===== src/rtl/lsu_ctrl.sv =====
`default_nettype none
// ============================================================================
//  Module   : lsu_ctrl
//  Purpose  : RV32I load/store initiator. Converts byte/half/word core
//             accesses into word-aligned memory transactions with byte
//             enables, splitting word-crossing accesses in two, and returns
//             sign/zero-extended load data.
//  Revision : 1.0  initial release
// ============================================================================
module lsu_ctrl #(
  parameter int ADDR_W = 32
) (
  input  logic              clk,
  input  logic              reset_n,
  input  logic              req_valid,
  output logic              req_ready,
  input  logic              req_we,
  input  logic [2:0]        req_mode,
  input  logic [ADDR_W-1:0] req_addr,
  input  logic [31:0]       req_wdata,
  output logic              resp_valid,
  output logic [31:0]       resp_rdata,
  output logic              resp_err,
  output logic              mem_req,
  input  logic              mem_ack,
  output logic              mem_we,
  output logic [3:0]        mem_be,
  output logic [ADDR_W-1:0] mem_addr,
  output logic [31:0]       mem_wdata,
  input  logic [31:0]       mem_rdata
);

  localparam logic [1:0] c_IDLE = 2'd0;
  localparam logic [1:0] c_ACC0 = 2'd1;
  localparam logic [1:0] c_ACC1 = 2'd2;
  localparam logic [1:0] c_RESP = 2'd3;

  logic [1:0]        r_state;
  logic              r_we;
  logic [2:0]        r_mode;
  logic [ADDR_W-1:0] r_addr;
  logic [31:0]       r_wdata;
  logic [31:0]       r_rd0;
  logic [31:0]       r_rdata;
  logic              r_err;

  logic              w_req_illegal;
  logic [7:0]        w_base;
  logic [7:0]        w_mask;
  logic              w_split;
  logic [5:0]        w_sh;
  logic [63:0]       w_sd;
  logic [ADDR_W-1:0] w_word0;
  logic [ADDR_W-1:0] w_word1;
  logic [63:0]       w_ld_src;
  logic [31:0]       w_ld32;
  logic [31:0]       w_ld_ext;
  logic [31:0]       w_result;

  // Legality of the incoming request: stores have no unsigned forms
  assign w_req_illegal = req_we ? (req_mode[2] || (req_mode == 3'b011))
                                : ((req_mode == 3'b011) || (req_mode[2:1] == 2'b11));

  // Byte mask of the captured access spread across two consecutive words
  always_comb begin
    case (r_mode[1:0])
      2'b00:   w_base = 8'h01;
      2'b01:   w_base = 8'h03;
      default: w_base = 8'h0F;
    endcase
    w_mask = w_base << r_addr[1:0];
  end

  assign w_split = |w_mask[7:4];
  assign w_sh    = {1'b0, r_addr[1:0], 3'b000};
  assign w_sd    = {32'b0, r_wdata} << w_sh;
  assign w_word0 = {r_addr[ADDR_W-1:2], 2'b00};
  assign w_word1 = w_word0 + ADDR_W'(4);

  // Second phase pairs fresh data with the latched first word
  assign w_ld_src = (r_state == c_ACC1) ? {mem_rdata, r_rd0} : {32'b0, mem_rdata};
  assign w_ld32   = w_ld_src[w_sh +: 32];

  // Sign or zero extension according to funct3
  always_comb begin
    case (r_mode)
      3'b000:  w_ld_ext = {{24{w_ld32[7]}}, w_ld32[7:0]};
      3'b001:  w_ld_ext = {{16{w_ld32[15]}}, w_ld32[15:0]};
      3'b100:  w_ld_ext = {24'b0, w_ld32[7:0]};
      3'b101:  w_ld_ext = {16'b0, w_ld32[15:0]};
      default: w_ld_ext = w_ld32;
    endcase
  end

  assign w_result = r_we ? 32'b0 : w_ld_ext;

  // Outputs decoded from state so memory fields read zero outside a transaction
  assign req_ready  = (r_state == c_IDLE);
  assign resp_valid = (r_state == c_RESP);
  assign mem_req    = (r_state == c_ACC0) || (r_state == c_ACC1);
  assign mem_we     = mem_req && r_we;
  assign mem_be     = (r_state == c_ACC0) ? w_mask[3:0] :
                      (r_state == c_ACC1) ? w_mask[7:4] : 4'b0;
  assign mem_addr   = (r_state == c_ACC0) ? w_word0 :
                      (r_state == c_ACC1) ? w_word1 : '0;
  assign mem_wdata  = (r_state == c_ACC0) ? w_sd[31:0] :
                      (r_state == c_ACC1) ? w_sd[63:32] : 32'b0;
  assign resp_rdata = r_rdata;
  assign resp_err   = r_err;

  // Request capture, transaction sequencing and response registers
  always_ff @(posedge clk or negedge reset_n) begin
    if (!reset_n) begin
      r_state <= c_IDLE;
      r_we    <= 1'b0;
      r_mode  <= 3'b0;
      r_addr  <= '0;
      r_wdata <= 32'b0;
      r_rd0   <= 32'b0;
      r_rdata <= 32'b0;
      r_err   <= 1'b0;
    end else begin
      case (r_state)
        c_IDLE: begin
          if (req_valid) begin
            r_we    <= req_we;
            r_mode  <= req_mode;
            r_addr  <= req_addr;
            r_wdata <= req_wdata;
            if (w_req_illegal) begin
              r_err   <= 1'b1;
              r_rdata <= 32'b0;
              r_state <= c_RESP;
            end else begin
              r_state <= c_ACC0;
            end
          end
        end
        c_ACC0: begin
          if (mem_ack) begin
            r_rd0 <= mem_rdata;
            if (w_split) begin
              r_state <= c_ACC1;
            end else begin
              r_err   <= 1'b0;
              r_rdata <= w_result;
              r_state <= c_RESP;
            end
          end
        end
        c_ACC1: begin
          if (mem_ack) begin
            r_err   <= 1'b0;
            r_rdata <= w_result;
            r_state <= c_RESP;
          end
        end
        default: r_state <= c_IDLE;
      endcase
    end
  end

endmodule
`default_nettype wire


===== config.mk =====
export PLATFORM = sky130hd
export DESIGN_NAME = lsu_ctrl
export DESIGN_NICKNAME = d
export VERILOG_FILES = /design/src/rtl/lsu_ctrl.sv
export SDC_FILE = /design/constraint.sdc
export NUM_CORES = 1
export LEC_CHECK = 0
export CORE_UTILIZATION = 50
export DETAILED_ROUTE_END_ITERATION = 12
export GPL_TIMING_DRIVEN = 0
export PLACE_DENSITY = 0.94
export SLEW_MARGIN = 0
export SYNTH_ARGS = -nofsm -noshare
export SYNTH_HDL_FRONTEND = slang
export SYNTH_SLANG_ARGS = --single-unit

===== constraint.sdc =====
create_clock -name clk -period 3.3 [get_ports clk]
set_clock_uncertainty 0.15 [all_clocks]
set_input_delay 0.825 -clock clk [delete_from_list [all_inputs] [get_ports clk]]
set_output_delay 0.825 -clock clk [all_outputs]
set_load 0.01 [all_outputs]

== Word level (Yosys, flattened, before mapping) ==
Cells that the tools add are included.

* Output and inout bits: 105
* Word-level logic and storage cells: 68
* Register bits after elaboration: 135

* Eq/ne operators: 14
* Shift operators: 3
* Mux-type cells: 29
* $add $sub $neg: 1
* Reduce and logical (&&, ||, !) cells: 13

{| class="wikitable"
|+ Operators with widths
! kind !! count
|-
| 32-bit two-way mux || 10
|-
| 32-bit one-hot mux with 4 select lines || 1
|-
| 32-bit one-hot mux with 3 select lines || 1
|-
| 64-bit two-way mux || 1
|-
| 64-bit by 6-bit variable part select with 32-bit output || 1
|-
| 32-bit by 5-bit left shift with 64-bit output || 1
|-
| 32-bit by 3-bit adder with 32-bit output (second input constant) || 1
|-
| 2-bit two-way mux || 4
|-
| 4-bit two-way mux || 2
|-
| 2-bit != test (second input constant) || 4
|-
| 4-bit one-hot mux with 2 select lines || 1
|-
| 8-bit by 2-bit left shift with 8-bit output || 1
|-
| 1-bit two-way mux || 7
|-
| 2-bit equality test (second input constant) || 3
|-
| 3-bit equality test (second input constant) || 2
|-
| 2-bit one-hot mux with 3 select lines || 1
|-
| 6-bit AND reduction || 1
|-
| 2-bit by 1-bit equality test with 1-bit output (second input constant) || 2
|-
| 2-bit logical NOT || 2
|-
| 2-bit AND reduction || 2
|-
| 4-bit OR reduction || 1
|-
| 3-bit by 1-bit equality test with 1-bit output (second input constant) || 1
|-
| 3-bit by 2-bit equality test with 1-bit output (second input constant) || 1
|-
| 3-bit logical NOT || 1
|-
| other kinds (6) || 8
|}

== Depth between registers and ports, before layout ==
Gate-level depths: netlist of run 1.

* Word-level depth: 8
* Mapped depth: 10
* Depth with buffers taken out: 7

== Worst setup path after synthesis of run 1 ==
Ideal clock, no wire load.

* Path kind: register -> output
* From: register r_state[1]
* To: output mem_addr[22]
* Arrival time: 2015 ps
* Required time: 2325 ps
* Slack: 310 ps
* Cell stages (with the launch flop): 9
* Buffers on the path: 1
* Cells stage by stage: dfrtp_1 -> inv_1 -> ha_1 -> clkbuf_1 -> nand2b_1 -> nor4_2 -> nand4_1 -> xor2_1 -> nor2_1

* Word-level cells in the longest chain between the ends: 3
* Elaborated cells on any way between the ends: 4
* Those cells by class: eq/ne: 2; mux: 2

{| class="wikitable"
|+ Ends and longest elaborated chain
! element !! line !! text
|-
| start, declared || 38 || <nowiki>logic [1:0] r_state;</nowiki>
|-
| start signal, assigned || 114 || <nowiki>r_state <= c_IDLE;</nowiki>
|-
| start signal, assigned || 133 || <nowiki>r_state <= c_RESP;</nowiki>
|-
| start signal, assigned || 147 || <nowiki>r_state <= c_RESP;</nowiki>
|-
| 2-bit equality test || 105 || <nowiki>(r_state == c_ACC1) ? w_word1 : '0;</nowiki>
|-
| 32-bit two-way mux || 105 ||
|-
| 32-bit two-way mux * || 104 || <nowiki>assign mem_addr = (r_state == c_ACC0) ? w_word0 :</nowiki>
|-
| end, declared || 28 || <nowiki>output logic [ADDR_W-1:0] mem_addr,</nowiki>
|}

Every way passes the cells marked *; elsewhere a longest branch is shown, timed or not.

== Worst setup path after layout of run 1 ==
* From: register r_state[0]
* To: output mem_addr[27]

The elaborated chain is that of the path after synthesis.

==> results of run 1 <==
how the worst max path moves through the flow:
stage	from	endpoint	cells past startpoint
finish	r_state[0]$_DFFE_PN0P_	mem_addr[27]	10
global placement	reset_n	r_addr[10]$_DFFE_PN0P_	1
CTS	r_state[0]$_DFFE_PN0P_	mem_addr[23]	10
floorplan	r_state[1]$_DFFE_PN0P_	mem_addr[22]	8
global route	r_state[0]$_DFFE_PN0P_	mem_addr[30]	9
detailed placement	r_state[0]$_DFFE_PN0P_	mem_wdata[22]	9
worst register-to-register path: cells and delay by family (launching register included):
family / cells / cell delay, ps
buffers and inverters: 6 / 890
adder cells (fa/ha/maj): 1 / 150
flip-flops: 1 / 430
AO/OA/AOI/OAI: 4 / 940
multiplexers: 1 / 430
power by group:
group          total [W]  switching (W)  internal [W]
Combinational    0.00757        0.00400       0.00357
Clock            0.00201       0.000737       0.00127
Sequential       0.00324       0.000792       0.00245
layout make-up:
cell class	instances	area [um^2]	area share
plain buffers	54	421.7	0.03576
clock inverters	9	137.6	0.01167
clock buffers	22	484.2	0.04107
flip-flops and latches	135	3382	0.2868
multi-input cells	602	4653	0.3947
inverters	9	37.54	0.003184
repair buffers	260	2404	0.2039
well taps	216	270.3	0.02292
layer usage:
layer / share of wire / vias to the layer above / global-route usage
met3: 0.090 / 153 / 0.08010
met5: 0 / - / 0
li1: - / 3439 / -
met4: 0.059 / 0 / 0.1882
met2: 0.48 / 587 / 0.5696
met1: 0.38 / 3876 / 0.4075
per-stage QoR:
step / hold slack [ps] / setup TNS, ps / cell area [um^2] / utilization / setup WS (ps)
after global placement: 304.3 / -568920 / 10420 / 0.6581 / -3987
after CTS: 202.0 / -791.4 / 11550 / 0.7295 / -136.2
after floorplan: 328.6 / 0 / 8084 / - / 310.4
final: 181.2 / -1522 / 11790 / 0.7449 / -181.9
after detailed placement: 315.2 / -34470 / 10450 / 0.6599 / -1105
after global routing: 225.0 / -3269 / 11790 / 0.7449 / -276.3
sequential cells by signal, summed over array words and instances, names as in the netlist:
register	flops
r_addr	32
r_rd0	32
r_wdata	32
resp_rdata	32
r_mode	3
r_state	2
r_we	1
resp_err	1
cells by family (layout without fill, tap and decap cells):
logic type               after synthesis  in the layout
AND/OR/NAND/NOR                      230            231
multiplexers                         179            179
AO/OA/AOI/OAI                        158            158
flip-flops                           135            135
buffers and inverters                 69            354
XOR/XNOR                              25             25
adder cells (fa/ha/maj)                7              7
other                                  1              2
repair_timing:
action,4_1_cts,5_1_grt
gates resized for setup,208,52
setup buffers,31,22
setup endpoints to repair,66,55
pin swaps,8,11
gates cloned,2,0
synthesized netlist by cell type (all sizes together) (3+ instances only):
master	instances	area, um^2
nand3	19	95.09
a22o	4	35.03
o22ai	10	62.56
or3	3	18.77
mux2i	71	710.7
a221oi	7	61.31
buf	32	163.9
o21a	9	67.56
a21oi	28	140.1
o221a	7	78.83
xor2	22	192.7
a32o	8	80.08
nand2b	12	75.07
nand2	101	379.1
o31ai	3	36.28
o21ai	72	435.4
dfrtp	135	3378
nand4	9	56.30
clkbuf	28	105.1
and2	3	18.77
mux2	108	1216
nor4	5	50.05
and4	4	35.03
nor2	53	198.9
ha	7	87.58
and3	12	75.07
xnor2	3	26.28
inv	8	30.03
nor3	3	15.01
==> impl_summary.txt, run 1 <==
----------------------------------------------------
[Status]
  Outcome ... complete, but fails checks
  Violated checks ... negative setup slack

[CTS]
  Post-cts hold buffer count ... 0
  Maximum buffer depth of the clock tree ... 2
  Clock-pin slew reported for the worst setup and hold paths after clock tree synthesis ... about 60 ps
  H-tree depth reported by CTS ... 4
  TritonCTS buffer count ... 17
  Insertion delay to the later sink of the worst-skew pair ... between 400 and 500 ps
  TritonCTS sink count ... between 100 and 150
  Clock Tree Root ... sky130_fd_sc_hd__clkbuf_16
  Clock tree from TritonCTS ... built

[Power]
  Static power due to leakage ... 5.212 nW
  Pwr per Cell Area ... about 1100 nW/um^2
  Sum of internal, switching and leakage power ... around 0.013 W
  Highest ir drop seen on vdd ... 609.7 uV

[Die]
  Overall die area ... 16670 um^2
  Cell Rows ... 46
  # IOs ... 209
  Starting density of the core ... 0.5105
  Vert. Die Dim ... roughly 130 um
  Die width ... around 130 um
  Placeable Area ... between 15000 and 20000 um^2

[STA]
  Clock period minus worst slack ... 3482 ps
  Max Freq ... 287.2 MHz
  Post-layout worst setup margin ... -181.9 ps
  Transition time at the pin with the least slew margin ... ~770 ps
  Share of the clock period used by the worst path ... 1.055
  Total of endpoints with negative setup slack in the final report ... 16
  Worst slew slack as a fraction of its limit ... 0.4889
  Max-slew violation count ... 0
  Total count of hold-check failures in the final report ... 0
  Setup repair after global routing missed its margin ... yes

[Drt]
  Number of vias after detailed routing ... between 8000 and 9000
  Via density per instance ... 6.163
  Remaining DRCs ... 0
  Total iterations of the first detailed-routing run ... 6
  Post-detailed-route wirelength per cell ... approximately 22 um
  DRC violation total after the first TritonRoute iteration ... 760
  Final Routed Wirelength ... between 20000 and 30000 um
  Final ANT Viol Nets ... 0

[Setup path]
  Slowest cell on the critical path ... sky130_fd_sc_hd__dfrtp_2
  Buffers and inverters on the worst path ... 4
  Start of the worst register-to-register path ... r_state[0]$_DFFE_PN0P_
  Type of element capturing the critical path ... primary output
  Cell mode on critical path ... sky130_fd_sc_hd__buf_6
  Signal arrival time at the worst endpoint ... 2510 ps
  Top fanout value on the critical path ... 5
  Worst Setup Start Kind ... flip-flop
  Depth of the worst register-to-register path ... 12
  Largest delay contributor family on the critical path ... simple AND/OR/NAND/NOR gates
  Slack of the worst reg-to-reg path ... ~200 ps
  Class of the most critical setup path ... reg2out
  Reg2reg end ... resp_rdata[12]$_DFFE_PN0P_
  Critical path required time ... ~2300 ps
  Cells along the critical path ... ha_4 > nand3b_1 > nor4_4 > buf_6 > buf_4 > buf_6 > nand3_2 > xor2_1 > nor2_1 > buf_2
  Slowest stage delay, CP ... 430 ps

[Global route]
  GRT Overall Usage ... 0.3413
  Largest net degree at the start of global routing ... between 80 and 90
  Wire length of the first global-routing pass ... 42810 um
  Via count of the first global-routing pass ... approximately 8000
  Remaining Overflow, GRT ... 0
  Antenna violations before repair ... 0

[Synth]
  Area share of fa/ha/maj cells after synthesis ... 0.01084
  Post-synthesis sequential element count ... roughly 140
  EDFF count, synth ... 0
  Prevailing post-synth register cell ... sky130_fd_sc_hd__dfrtp_1
  Cell area after synthesis ... a little over 8000 um^2
  Share of synthesized cell area in and, or, nand and nor gates ... 0.1315
  Post-synthesis average cell area ... between 10 and 15 um^2
  Yosys synthesis warning count ... 0
  Share of async-settable or async-resettable flops after synthesis ... 1.000
  Share of cell area taken by muxes after synthesis ... 0.2385
  Combinational family with the most area after synthesis ... multiplexers
  Distinct cell type count of the synthesized netlist ... 50
  Sequential element share of the synthesized area ... 0.4181
  Area share of xor/xnor cells in the synthesized design ... 0.02710
  Complex-gate fraction of the synthesized area ... 0.1361
  Count of mapped cells out of synthesis ... 804

[Job]
  Max-cap check violation count ... 0

[Finish]
  Synth-to-layout area growth ... 45.91%
  Number of inserted diodes ... 0
  Most frequent standard cell in the layout excluding fill and tap cells ... sky130_fd_sc_hd__clkdlybuf4s50_1
  Most used cells in the layout excluding fill and tap cells ... sky130_fd_sc_hd__clkdlybuf4s50_1, sky130_fd_sc_hd__dfrtp_1, sky130_fd_sc_hd__mux2_2
  Post-layout instance count excluding filler cells ... about 1300
  Layout fillers ... between 1000 and 1500
  Layout cells sized above 1 ... 0.2951
  Net total in the final layout ... approximately 1200

[Placed design]
  Last weighted congestion value of the routability-driven placer ... approximately 0.92
  Number of input and output port buffers inserted ... slightly above 200
  Detailed placer's ending HPWL ... between 15000 and 20000 um
  Placed cell count ... between 1000 and 1500

[Min path]
  Path category of the worst min-delay check ... in2async

----------------------------------------------------
Note: power is estimated with default switching activity, not from simulation.
==> run 2: changes to the inputs <==
--- a/config.mk
+++ b/config.mk
@@ -5,6 +5,7 @@
 export SDC_FILE = /design/constraint.sdc
 export NUM_CORES = 1
 export LEC_CHECK = 0
+export CAP_MARGIN = 10
 export CORE_UTILIZATION = 50
 export DETAILED_ROUTE_END_ITERATION = 12
 export GPL_TIMING_DRIVEN = 0
==> results of run 2 <==
Final layout, timing and power as in run 1 (identical DEF).
